===== src/rtl/alu_sequencer.sv =====
// rtl/alu_sequencer.sv - opcode decode, ALU drive and result/flag register in front of the 16-bit ALU
//
// Purpose: accepts {op, opa, opb} on a valid/ready handshake, decodes op into
// ALU control bits, drives the ALU operands for one cycle (or sixteen for a
// multiply), registers alu_out/alu_co into result and flags, and holds them
// on a second valid/ready handshake until the consumer takes them.
//
// Ports:
//   clk, rst_n                 clock (rising edge), asynchronous active-low reset
//   in_valid/in_ready          request handshake; in_ready is high only in IDLE
//   op, opa, opb               opcode and operands, latched on accept
//   out_valid/out_ready        result handshake; held until out_ready
//   result, flag_z/n/c/err     registered result and flags
//   alu_a, alu_b               ALU operands (zero unless the ALU is in use)
//   alu_ci..alu_no             ALU controls ci,nb,ic,zb,na,xo,no
//   alu_out, alu_co            combinational ALU result and carry
//
// Configuration: define ALU_SEQ_MUL_EN to make op 10 a 16-step shift-and-add
// unsigned multiply (low WIDTH bits); otherwise op 10 is illegal.

module alu_sequencer #(
    parameter int WIDTH = 16
) (
    input  logic             clk,
    input  logic             rst_n,
    input  logic             in_valid,
    output logic             in_ready,
    input  logic [3:0]       op,
    input  logic [WIDTH-1:0] opa,
    input  logic [WIDTH-1:0] opb,
    output logic             out_valid,
    input  logic             out_ready,
    output logic [WIDTH-1:0] result,
    output logic             flag_z,
    output logic             flag_n,
    output logic             flag_c,
    output logic             flag_err,
    output logic [WIDTH-1:0] alu_a,
    output logic [WIDTH-1:0] alu_b,
    output logic             alu_ci,
    output logic             alu_nb,
    output logic             alu_ic,
    output logic             alu_zb,
    output logic             alu_na,
    output logic             alu_xo,
    output logic             alu_no,
    input  logic [WIDTH-1:0] alu_out,
    input  logic             alu_co
);

    typedef enum logic [1:0] {
        S_IDLE = 2'd0,
        S_EXEC = 2'd1,
`ifdef ALU_SEQ_MUL_EN
        S_MUL  = 2'd2,
`endif
        S_DONE = 2'd3
    } state_t;

    localparam logic [3:0] OP_SHL = 4'd9;
    localparam logic [3:0] OP_MUL = 4'd10;

    state_t           state_q, state_d;
    logic [3:0]       op_q, op_d;
    logic [WIDTH-1:0] opa_q, opa_d;
    logic [WIDTH-1:0] opb_q, opb_d;
    logic [WIDTH-1:0] result_q, result_d;
    logic             flag_z_q, flag_z_d;
    logic             flag_n_q, flag_n_d;
    logic             flag_c_q, flag_c_d;
    logic             flag_err_q, flag_err_d;
`ifdef ALU_SEQ_MUL_EN
    logic [WIDTH-1:0] acc_q, acc_d;
    logic [WIDTH-1:0] mcand_q, mcand_d;
    logic [WIDTH-1:0] mplier_q, mplier_d;
    logic [3:0]       step_q, step_d;
`endif

    // Control bits in order {ci,nb,ic,zb,na,xo,no}.
    logic [6:0] dec_ctrl;
    logic [6:0] ctrl;

    always_comb begin
        dec_ctrl = 7'b0000000;
        case (op_q)
            4'd1:    dec_ctrl = 7'b1100000;
            4'd2:    dec_ctrl = 7'b0010000;
            4'd3:    dec_ctrl = 7'b1001000;
            4'd4:    dec_ctrl = 7'b0101000;
            4'd5:    dec_ctrl = 7'b0111000;
            4'd6:    dec_ctrl = 7'b1001100;
            4'd7:    dec_ctrl = 7'b0010010;
            4'd8:    dec_ctrl = 7'b0110111;
            default: dec_ctrl = 7'b0000000;
        endcase
    end

    always_comb begin
        state_d    = state_q;
        op_d       = op_q;
        opa_d      = opa_q;
        opb_d      = opb_q;
        result_d   = result_q;
        flag_z_d   = flag_z_q;
        flag_n_d   = flag_n_q;
        flag_c_d   = flag_c_q;
        flag_err_d = flag_err_q;
`ifdef ALU_SEQ_MUL_EN
        acc_d      = acc_q;
        mcand_d    = mcand_q;
        mplier_d   = mplier_q;
        step_d     = step_q;
`endif
        in_ready   = 1'b0;
        alu_a      = '0;
        alu_b      = '0;
        ctrl       = 7'b0000000;

        case (state_q)
            S_IDLE: begin
                in_ready = 1'b1;
                if (in_valid) begin
                    op_d    = op;
                    opa_d   = opa;
                    opb_d   = opb;
                    state_d = S_EXEC;
`ifdef ALU_SEQ_MUL_EN
                    if (op == OP_MUL) begin
                        state_d  = S_MUL;
                        acc_d    = '0;
                        mcand_d  = opa;
                        mplier_d = opb;
                        step_d   = 4'd0;
                        flag_c_d = 1'b0;
                    end
`endif
                end
            end
            S_EXEC: begin
                // Ops 0..9 use the ALU; anything else reaching EXEC is illegal.
                if (op_q <= OP_SHL) begin
                    alu_a      = opa_q;
                    alu_b      = (op_q == OP_SHL) ? opa_q : opb_q;
                    ctrl       = dec_ctrl;
                    result_d   = alu_out;
                    flag_z_d   = (alu_out == '0);
                    flag_n_d   = alu_out[WIDTH-1];
                    flag_c_d   = alu_co;
                    flag_err_d = 1'b0;
                end else begin
                    result_d   = '0;
                    flag_z_d   = 1'b1;
                    flag_n_d   = 1'b0;
                    flag_c_d   = 1'b0;
                    flag_err_d = 1'b1;
                end
                state_d = S_DONE;
            end
`ifdef ALU_SEQ_MUL_EN
            S_MUL: begin
                // Partial product added through the ALU only when the current
                // multiplier bit is set; shifts are local.
                if (mplier_q[0]) begin
                    alu_a    = acc_q;
                    alu_b    = mcand_q;
                    acc_d    = alu_out;
                    flag_c_d = flag_c_q | alu_co;
                end
                mcand_d  = mcand_q << 1;
                mplier_d = mplier_q >> 1;
                step_d   = step_q + 4'd1;
                if (step_q == 4'd15) begin
                    // acc_d already includes the final step's add.
                    result_d   = acc_d;
                    flag_z_d   = (acc_d == '0);
                    flag_n_d   = acc_d[WIDTH-1];
                    flag_err_d = 1'b0;
                    state_d    = S_DONE;
                end
            end
`endif
            S_DONE: begin
                if (out_ready) begin
                    state_d = S_IDLE;
                end
            end
            default: state_d = S_IDLE;
        endcase
    end

    always_ff @(posedge clk or negedge rst_n) begin
        if (!rst_n) begin
            state_q    <= S_IDLE;
            op_q       <= '0;
            opa_q      <= '0;
            opb_q      <= '0;
            result_q   <= '0;
            flag_z_q   <= 1'b0;
            flag_n_q   <= 1'b0;
            flag_c_q   <= 1'b0;
            flag_err_q <= 1'b0;
`ifdef ALU_SEQ_MUL_EN
            acc_q      <= '0;
            mcand_q    <= '0;
            mplier_q   <= '0;
            step_q     <= '0;
`endif
        end else begin
            state_q    <= state_d;
            op_q       <= op_d;
            opa_q      <= opa_d;
            opb_q      <= opb_d;
            result_q   <= result_d;
            flag_z_q   <= flag_z_d;
            flag_n_q   <= flag_n_d;
            flag_c_q   <= flag_c_d;
            flag_err_q <= flag_err_d;
`ifdef ALU_SEQ_MUL_EN
            acc_q      <= acc_d;
            mcand_q    <= mcand_d;
            mplier_q   <= mplier_d;
            step_q     <= step_d;
`endif
        end
    end

    assign {alu_ci, alu_nb, alu_ic, alu_zb, alu_na, alu_xo, alu_no} = ctrl;
    assign out_valid = (state_q == S_DONE);
    assign result    = result_q;
    assign flag_z    = flag_z_q;
    assign flag_n    = flag_n_q;
    assign flag_c    = flag_c_q;
    assign flag_err  = flag_err_q;

endmodule

===== config.mk =====
export PLATFORM = sky130hd
export DESIGN_NAME = alu_sequencer
export DESIGN_NICKNAME = d
export VERILOG_FILES = /design/src/rtl/alu_sequencer.sv
export SDC_FILE = /design/constraint.sdc
export NUM_CORES = 1
export LEC_CHECK = 0
export ABC_AREA = 1
export ABC_CLOCK_PERIOD_IN_PS = 1700
export CAP_MARGIN = 20
export CORE_MARGIN = 3
export CORE_UTILIZATION = 35
export DETAILED_ROUTE_END_ITERATION = 6
export PLACE_DENSITY = 0.69
export SYNTH_ARGS = -nofsm -noshare
export SYNTH_HDL_FRONTEND = slang
export SYNTH_SLANG_ARGS = --single-unit

===== constraint.sdc =====
create_clock -name clk -period 1.7 [get_ports clk]
set_clock_uncertainty 0.15 [all_clocks]
set_input_delay 0.255 -clock clk [delete_from_list [all_inputs] [get_ports clk]]
set_output_delay 0.255 -clock clk [all_outputs]
set_load 0.01 [all_outputs]

==> results of run 1 <==
==> worst reg2reg max path: stages, from the launching register on <==
cell and delay, ps:
dfrtp_1 400, buf_4 160, nor2_4 110, buf_4 120
nand2_2 50, buf_12 190, nor2_1 140, a21oi_1 60
==> kinds of logic after synthesis <==
logic type	count (synthesis)
simple gates	206
flops	57
compound gates	45
buf+inv	44
==> registers in the layout, indices dropped and copies added (netlist names) <==
register,flops
op_q,4
result,16
flag_z,1
opa_q,16
flag_c,1
flag_err,1
state_q,2
opb_q,16
==> report_power, final <==
group	switching (W)	internal (W)	leakage (nW)
clock network	0.000544	0.000706	0.102
registers	0.000454	0.00200	0.682
logic	0.00234	0.00225	1.61
==> what timing repair did <==
action	4_1_cts	5_1_grt
resized for setup	231	65
pin swaps	6	4
setup buffers	14	4
gates cloned	3	1
setup endpoints to repair	41	57
hold buffers	1	0
hold endpoints to repair	57	0
==> layout by cell type, fill, tap and decap left out, drive strengths merged <==
master,count
bufinv,1
clkdlybuf4s50,70
nor3,1
inv,25
clkbuf,11
o21ai,3
or2,1
clkinv,6
dfrtp,57
nand3,20
dlygate4sd3,1
nor3b,1
buf,78
dlymetal6s2s,5
a21oi,42
nor2,53
clkdlybuf4s15,2
clkinvlp,1
nand2,130
==> how the worst max path moves through the flow <==
stage	cells after the start	end	startpoint
CTS	8	alu_b[5]	op_q[1]
finish	8	alu_b[13]	op_q[2]
global placement	6	alu_b[4]	op_q[2]
detailed placement	6	alu_b[3]	op_q[2]
floorplan	6	alu_b[10]	op_q[2]
global route	8	alu_b[9]	op_q[2]
==> per-stage QoR <==
stage / setup WS, ps / total power (W) / cells / hold slack (ps) / area [um^2]
2_1_floorplan: 91.8 / 0.00411 / 352 / -191 / 2700
6_report: -329 / 0.00829 / 607 / 317 / 4810
5_1_grt: -422 / 0.00887 / 607 / 349 / 4810
3_5_place_dp: -394 / 0.00594 / 570 / 125 / 4080
3_3_place_gp: -320 / 0.00588 / 570 / 129 / 4080
4_1_cts: -313 / 0.00772 / 603 / 309 / 4500
==> per-layer routing <==
layer,global-route usage,share of wire,up-vias
met5,0,0,-
li1,-,-,1399
met4,0.0734,0.012,0
met1,0.229,0.42,1290
met2,0.309,0.49,98
met3,0.0529,0.078,10
==> final cells by class <==
| cell class | instances | area share |
|---|---|---|
| repair buffers | 157 | 0.323 |
| flip-flops and latches | 57 | 0.297 |
| multi-input cells | 251 | 0.287 |
| clock buffers | 10 | 0.0286 |
| well taps | 99 | 0.0257 |
| inverters | 26 | 0.0239 |
| clock inverters | 6 | 0.0120 |
| repair inverters | 1 | 0.00338 |
==> results.md, run 1 <==
- Status: complete, but fails checks
- Failing checks: setup timing
- Synth Area in Compound Gates: 0.0877
- Post-Synth Adder-Cell Area: 0
- Worst-path clk slew: 70 ps
- Final Hold Viols: 0
- Min-Delay Path Class: input port to async pin
- Routed wire length: between 8000 and 9000 um
- Worst flop-to-flop path startpoint: state_q[0]
- Layout cells sized above 1: 0.341
- Vias/cell: 4.61
- IO Port Bufs: approximately 120
- Startpoint Class: flop
- Worst EP arrival: 1620 ps
- Ant. Diodes: 0
- Worst vdd ir: between 0.0009 and 0.001 V
- Total GRT Usage: 0.186
- Vias in the first global route: 2741
- Remaining antenna violation count: 0
- CP delay by family, top: buffers and inverters
- First-pass GRT wire length: 12900 um
- Post-synthesis xor/xnor area fraction: 0
- Drt drc: 0
- CP endpoint kind: primary output
- Largest net degree at the start of global routing: between 50 and 60
- Row cnt: 31
- Layout net count: between 500 and 600
- Mapped Cells: 352
- Syn nets: 409
- Syn_area_per_cell: 7.66 um^2
- Critical path class: flop to primary output
- Ys async rst share: 1.00
- Clock Latency Late Sink: 330 ps
- Grt ovf: 0
- Drt initial violations: 100
- Vias: 2797
- Multiplexer share of the synthesized area: 0
- Crit share post-route: 1.19
- Largest family of logic cells by synthesized area: simple AND/OR/NAND/NOR gates
- Bufs and invs on worst path: 4
- Yosys reg bits: 57
- Longest Clk Path Bufs: 2
- EDFF count, synth: 0
- TritonRoute pass-1 iters: 4
- Root Buffer Master: clkbuf_8
- Horiz. Die Dim: 93.8 um
- Post-synth top cells: nand2_1, dfrtp_1, nor2_1
- Placer Congestion: 0.741
- RR Endpoint: op_q[1]
- Synth area leader: dfrtp_1
- Rel. slew slack: 0.727
- Htree depth: 3
- Actual slew at the worst max-slew pin: a little over 400 ps
- Data required time of the worst path: 1290 ps
- Synth top area cells: dfrtp_1, nand2_1, a21oi_1, nor2_1, nand3_1
- CTS tree: done
- Slowest CP cell: dfrtp_1
- Cells along the critical path: nor2_4, buf_6, nand3_4, buf_12, clkinv_8, nand2_1, a21oi_2, buf_2
- Post-synth top area share: 0.529
- Final worst slack: -329 ps
- Routed len/inst: 13.7 um
- Count leader, synth: nand2_1
- Die Ht: around 94 um
- CP max FO: 8
- R2r worst-path depth: 7
- Distinct cell type count after synthesis: 20
- Register area: 0.00143 mm^2
- Fmax: 493 MHz
- Post-synthesis sequential area ratio: 0.529
- Unrepaired setup endpoints after global routing: true
- Max-cap viol count: 0
- Pins Over Slew Limit: 0
- Total Die Area: slightly below 0.009 mm^2
- I/O Pins: 118
- Initial antenna violation count: 0
- Setup tns final: -9780 ps
- Starting Density: 0.366
- Multi-input combinational cell area: 0.00138 mm^2
- Clk sinks: 57
- Syn Std Cell Area: 0.00270 mm^2
- Post-Synth Simple-Gate Area: 0.309
- Cell Pwr Density: 1720 mW/mm^2
- CTS buffer count: 9
- Fin crit period: 2030 ps
- Warnings, synthesis: 0
- Post-Route Utilization: 0.653
- Setup-failing EPs final: 39
- Area delta synth->final: 78.6%
- Top_reg_cell synth: dfrtp_1
- Core ar.: approximately 0.0074 mm^2
- Slowest stage delay, CP: 410 ps
- Post-DP HPWL: roughly 5500 um
- Static Leak: 2.40 nW
- Fill cell count: ~600
- Worst R2R Setup Slack: 190 ps
Note: power is estimated with default switching activity, not from simulation.
==> run 2, diff against run 1 <==
- CORE_ASPECT_RATIO: not set -> 1.4
==> results.md, run 2 (synthesized netlist as in run 1, its figures left out) <==
- Status: complete, but fails checks
- Failing checks: setup timing
- Starting Density: 0.364 (-0.00185)
- Switching power: 0.00308 W (-7.7%)
- Crit share post-route: 1.18 (-0.0111)
- Static Leak: 2.35 nW (-2.1%)
- Drt drc: 0 (unchanged)
- Routed len/inst: 14.4 um (+5.7%)
- Worst-path clk slew: 70 ps (about the same)
- Root Buffer Master: clkbuf_8
- Slowest stage delay, CP: 410 ps (about the same)
- First-pass GRT wire length: 13400 um (+3.8%)
- Setup-failing EPs final: 39 (unchanged)
- Dpl cells: 571 (+0.18%)
- Vias/cell: 4.70 (+2.0%)
- Routed wire length: 8610 um (+3.8%)
- Core ar.: 0.00741 mm^2 (+0.51%)
- Slowest CP cell: dfrtp_1
- Vias: 2802 (+0.18%)
- Worst EP arrival: 1600 ps (-20 ps)
- Row cnt: 37 (+19%)
- Comb pwr share: 0.494 (-0.059)
- Fmax: 498 MHz (+0.94%)
- Total Die Area: 0.00881 mm^2 (+0.17%)
- Initial antenna violation count: 0 (unchanged)
- Grt ovf: 0 (unchanged)
- Commonest non-fill, non-tap cell in the layout: nand2_1
- Critical path class: flop to primary output
- CTS tree: done
- Most frequent cells in the layout: nand2_1, clkdlybuf4s50_1, dfrtp_1
- Longest Clk Path Bufs: 2 (unchanged)
- Die Ht: 110 um (+17%)
- Largest net degree at the start of global routing: 58 (+1.8%)
- Min-Delay Path Class: input port to async pin
- CTS buffer count: 9 (unchanged)
- RR Endpoint: result[11]
- CP endpoint kind: primary output
- Ant. Diodes: 0 (unchanged)
- R2r worst-path depth: 8 (+1)
- Data required time of the worst path: 1290 ps (about the same)
- Part of the power in registers: 0.321 (+0.025)
- Vias in the first global route: 2809 (+2.5%)
- Final worst slack: -310 ps (+18.9 ps)
- Post-DP HPWL: 6000 um (+8.7%)
- Unrepaired setup endpoints after global routing: true
- Bufs and invs on worst path: 2 (-2)
- Worst R2R Setup Slack: 60 ps (-130 ps)
- Cell Pwr Density: 1730 mW/mm^2 (+0.46%)
- Max-cap viol count: 0 (unchanged)
- Placer Congestion: 0.805 (+8.7%)
- Remaining antenna violation count: 0 (unchanged)
- Setup tns final: -9880 ps (-103 ps)
- Drt initial violations: 117 (+17%)
- Fin cells: 596 (-1.8%)
- Fin crit period: 2010 ps (-18.9 ps)
- CP max FO: 8 (unchanged)
- Worst flop-to-flop path startpoint: op_q[2]
- Rel. slew slack: 0.794 (+0.0671)
- Layout net count: 551 (-1.6%)
- Cells along the critical path: nor2_4, nand3_4, clkinv_4, nand2_1, a21oi_1, buf_2
- CP delay by family, top: simple AND/OR/NAND/NOR gates
- Actual slew at the worst max-slew pin: 309 ps (-101 ps)
- I/O Pins: 118 (unchanged)
- Pins Over Slew Limit: 0 (unchanged)
- Post-Route Utilization: 0.605 (-0.0481)
- Clock Latency Late Sink: 330 ps (about the same)
- Final Hold Viols: 0 (unchanged)
- Worst vdd ir: 0.000832 V (-17%)
- TritonRoute pass-1 iters: 4 (unchanged)
- Clock power share: 0.185 (+0.034)
- Layout cells sized above 1: 0.281 (-0.0600)
- Horiz. Die Dim: 80.2 um (-14%)
- IO Port Bufs: 117 (unchanged)
- Area delta synth->final: 66.3%
- Htree depth: 3 (unchanged)
- Clk sinks: 57 (unchanged)
- Total chip power: 0.00776 W (-6.5%)
- Startpoint Class: flop
- Sw Share: 0.397 (-0.00538)
- Total GRT Usage: 0.199 (+0.0129)
- Pint: 0.00468 W (-5.6%)
[run 2: changes by cell type in the layout (fill, tap and decap cells not counted), moves of 6 or more]
cell | previous run | this run
buf_6 | 27 | 7
nor2_1 | 34 | 45
buf_2 | 24 | 36
a21oi_1 | 24 | 30
a21oi_2 | 18 | 11
nor2_4 | 19 | 5
[run 2: metrics by stage]
stage / hold WS [ps] / setup slack [ps] / area, um^2
2_1_floorplan: -191 / 91.8 / 2700
3_3_place_gp: 135 / -371 / 4100
3_5_place_dp: 139 / -413 / 4100
4_1_cts: 298 / -350 / 4270
5_1_grt: 312 / -426 / 4480
6_report: 292 / -310 / 4480
[run 2: worst max-delay path by stage]
stage                  from  slack [ps]   endpoint  depth (start not counted)
floorplan           op_q[2]          90  alu_b[10]                          6
global placement    op_q[2]        -370   alu_b[3]                          6
detailed placement  op_q[2]        -410   alu_b[3]                          6
CTS                 op_q[1]        -350   alu_a[0]                          6
global route        op_q[2]        -430  alu_b[12]                          6
finish              op_q[2]        -310   alu_b[7]                          6
[run 2: area by class of cell]
type	count	area, um^2
Fill cell	707	2920
Inverter	26	110
Clock inverter	5	77.6
Sequential cell	57	1430
Multi-Input combinational cell	251	1250
Timing Repair inverter	1	8.76
Tap cell	97	121
Timing Repair Buffer	148	1340
Clock buffer	11	151
[run 2: power groups by stage]
stage | clock [W] | combinational [W] | sequential, W
final | 0.00144 | 0.00383 | 0.00249
after global routing | 0.00153 | 0.00425 | 0.00257
after CTS | 0.00147 | 0.00353 | 0.00244
after detailed placement | 0 | 0.00360 | 0.00243
after global placement | 0 | 0.00355 | 0.00243
after floorplan | 0 | 0.00166 | 0.00245
[run 2: metal layers]
metal  routed length (um)  GRT usage  vias to the layer above  share of wire
li1                     -          -                     1374              -
met1                 3340      0.226                     1285           0.39
met2                 4240      0.341                      131           0.49
met3                  881     0.0852                       12           0.10
met4                  157     0.0568                        0          0.018
met5                    0          0                        -              0
[run 2: worst register-to-register path, cell delays in order, from the launching register on]
cell and delay, ps:
dfrtp_1 390, nor2_4 70, buf_6 120, o21ai_4 260
buf_4 200, inv_2 30, buf_4 190, nand2_1 80
nand2_1 50
[run 2: timing repair]
| item | CTS | global route |
|---|---|---|
| gates resized for setup | 184 | 51 |
| buffers inserted | 2 | 2 |
| hold endpoints to repair | 57 | 0 |
| pin swaps | 2 | 4 |
| hold buffers | 1 | 0 |
| setup endpoints to repair | 42 | 48 |
| gates cloned | 1 | 3 |
==> run 3, diff against run 2 <==
- GPL_ROUTABILITY_DRIVEN: not set -> 0
==> results.md, run 3 (synthesized netlist as in run 1, its figures left out) <==
- Rel. slew slack: 0.795 (+0.00128)
- Slowest stage delay, CP: 400 ps (about the same)
- Crit share post-route: 1.21 (+0.0262)
- Most frequent cells in the layout: nand2_1, clkdlybuf4s50_1, dfrtp_1
- Worst hold slack: 299 ps (+7.64 ps)
- Ant. Diodes: 0 (unchanged)
- Critical path class: flop to primary output
- Max-cap viol count: 0 (unchanged)
- Total chip power: 0.00721 W (-7.1%)
- Clock Latency Late Sink: 340 ps (about the same)
- Total Die Area: 0.00881 mm^2 (unchanged)
- Setup tns final: -11120 ps (-1240 ps)
- Data required time of the worst path: 1290 ps (about the same)
- Area delta synth->final: 61.3%
- CTS buffer count: 9 (unchanged)
- Static Leak: 2.36 nW (+0.74%)
- Pins Over Slew Limit: 0 (unchanged)
- Total GRT Usage: 0.202 (+0.00238)
- CP most frequent cell: buf_4
- Clk sinks: 57 (unchanged)
- Worst EP arrival: 1650 ps (+50 ps)
- Setup-failing EPs final: 39 (unchanged)
- Drt drc: 0 (unchanged)
- Actual slew at the worst max-slew pin: 307 ps (-1.93 ps)
- Vias in the first global route: 2838 (+1.0%)
- Grt ovf: 0 (unchanged)
- Cells along the critical path: nor2_4, buf_4, o21ai_4, buf_4, buf_16, a21oi_2, buf_2
- TritonRoute pass-1 iters: 4 (unchanged)
- Root Buffer Master: clkbuf_8
- Remaining antenna violation count: 0 (unchanged)
- Worst R2R Setup Slack: 130 ps (+70 ps)
- CTS tree: done
- Post-DP HPWL: 6110 um (+1.9%)
- Routed wire length: 8590 um (-0.27%)
- First-pass GRT wire length: 13400 um (+0.67%)
- Startpoint Class: flop
- CP delay by family, top: buffers and inverters
- Htree depth: 3 (unchanged)
- R2r worst-path depth: 8 (unchanged)
- Vias: 2809 (+0.25%)
- Worst flop-to-flop path startpoint: op_q[1]
- Largest net degree at the start of global routing: 58 (unchanged)
- Fin crit period: 2050 ps (+44.6 ps)
- Horiz. Die Dim: 80.2 um (unchanged)
- Worst vdd ir: 0.000779 V (-6.4%)
- Status: complete, but fails checks
- Vias/cell: 4.71 (+0.25%)
- Routed len/inst: 14.4 um (-0.27%)
- Failing checks: setup timing
- Placement Setup Slack: -390 ps (+23.0 ps)
- Row cnt: 37 (unchanged)
- Core ar.: 0.00741 mm^2 (unchanged)
- IO Port Bufs: 117 (unchanged)
- Unrepaired setup endpoints after global routing: true
- Die Ht: 110 um (unchanged)
- Bufs and invs on worst path: 4 (+2)
- I/O Pins: 118 (unchanged)
- Final Hold Viols: 0 (unchanged)
- Longest Clk Path Bufs: 2 (unchanged)
- Layout cells sized above 1: 0.269 (-0.0120)
- Commonest non-fill, non-tap cell in the layout: nand2_1
- Post-Route Utilization: 0.587 (-0.0179)
- Starting Density: 0.364 (unchanged)
- Slowest CP cell: dfrtp_1
- Worst-path clk slew: 60 ps (about the same)
- Min-Delay Path Class: input port to async pin
- Final worst slack: -355 ps (-44.6 ps)
- RR Endpoint: flag_z
- Fill cell count: 688 (-2.7%)
- CP max FO: 13 (+5)
- Layout net count: 551 (unchanged)
- Fmax: 487 MHz (-2.2%)
- Drt initial violations: 150 (+28%)
- Initial antenna violation count: 0 (unchanged)
- Cell Pwr Density: 1660 mW/mm^2 (-4.2%)
- CP endpoint kind: primary output
run 3: cell types whose count changed in the layout (fill, tap and decap cells not counted), moves of 2 or more:
cell and delta:
bufinv_16 -2, clkbuf_1 +3, nand2_1 +2, nand2_4 -2, dlymetal6s2s_1 +5, nor2_4 -3, clkbuf_8 -2, clkdlybuf4s50_1 -4
clkinv_2 +2, buf_2 +4, buf_6 -4, nor2_2 +2
run 3: per-stage QoR:
stage	instances	instance area, um^2
6_report	596	4350
3_3_place_gp	570	4090
3_5_place_dp	570	4090
5_1_grt	596	4350
2_1_floorplan	352	2700
4_1_cts	596	4280
run 3: repair_timing:
item / 4_1_cts / 5_1_grt
pin swaps: 7 / 2
hold buffers: 1 / 0
gates cloned: 3 / 0
buffers inserted: 7 / 0
endpoints found under the setup margin: 41 / 60
resized for setup: 198 / 29
hold endpoints to repair: 57 / 0
run 3: worst max path at each step:
stage                        from         to  slack [ps]  cells past startpoint
after global routing      op_q[1]   alu_b[4]        -430                      7
after detailed placement  op_q[2]   alu_b[1]        -390                      6
after floorplan           op_q[2]  alu_b[10]          90                      6
final                     op_q[1]   alu_b[2]        -350                      7
after CTS                 op_q[1]  alu_b[13]        -350                      7
after global placement    op_q[2]   alu_b[1]        -390                      6
run 3: area by class of cell:
class / instances / area, um^2 / share of cell area
tap: 97 / 121 / 0.0279
clock buffer: 12 / 135 / 0.0311
timing repair inverter: 1 / 8.76 / 0.00201
timing repair buffer: 148 / 1320 / 0.304
multi-input combinational: 251 / 1200 / 0.277
clock inverter: 4 / 20.0 / 0.00460
sequential: 57 / 1430 / 0.328
inverter: 26 / 110 / 0.0253
run 3: per-layer routing:
layer  vias to the layer above  wire length, um  track usage
met5                         -                0            0
met4                         0              145       0.0761
met3                        17              777       0.0746
met2                       117             4300        0.350
met1                      1294             3370        0.223
li1                       1381                -            -
run 3: power by group:
part | switching (W) | internal [W] | total [W] | leakage, nW
combinational | 0.00201 | 0.00171 | 0.00372 | 1.60
sequential | 0.000458 | 0.00200 | 0.00246 | 0.683
clock | 0.000514 | 0.000519 | 0.00103 | 0.0839
total | 0.00298 | 0.00423 | 0.00721 | 2.36
run 3: worst register-to-register path: cells and delay by family, from the launching register on:
family | cells | cell delay, ps
AOI/OAI and AO/OA | 2 | 150
buffers and inverters | 5 | 630
DFF | 1 | 400
and+or+nand+nor | 1 | 130
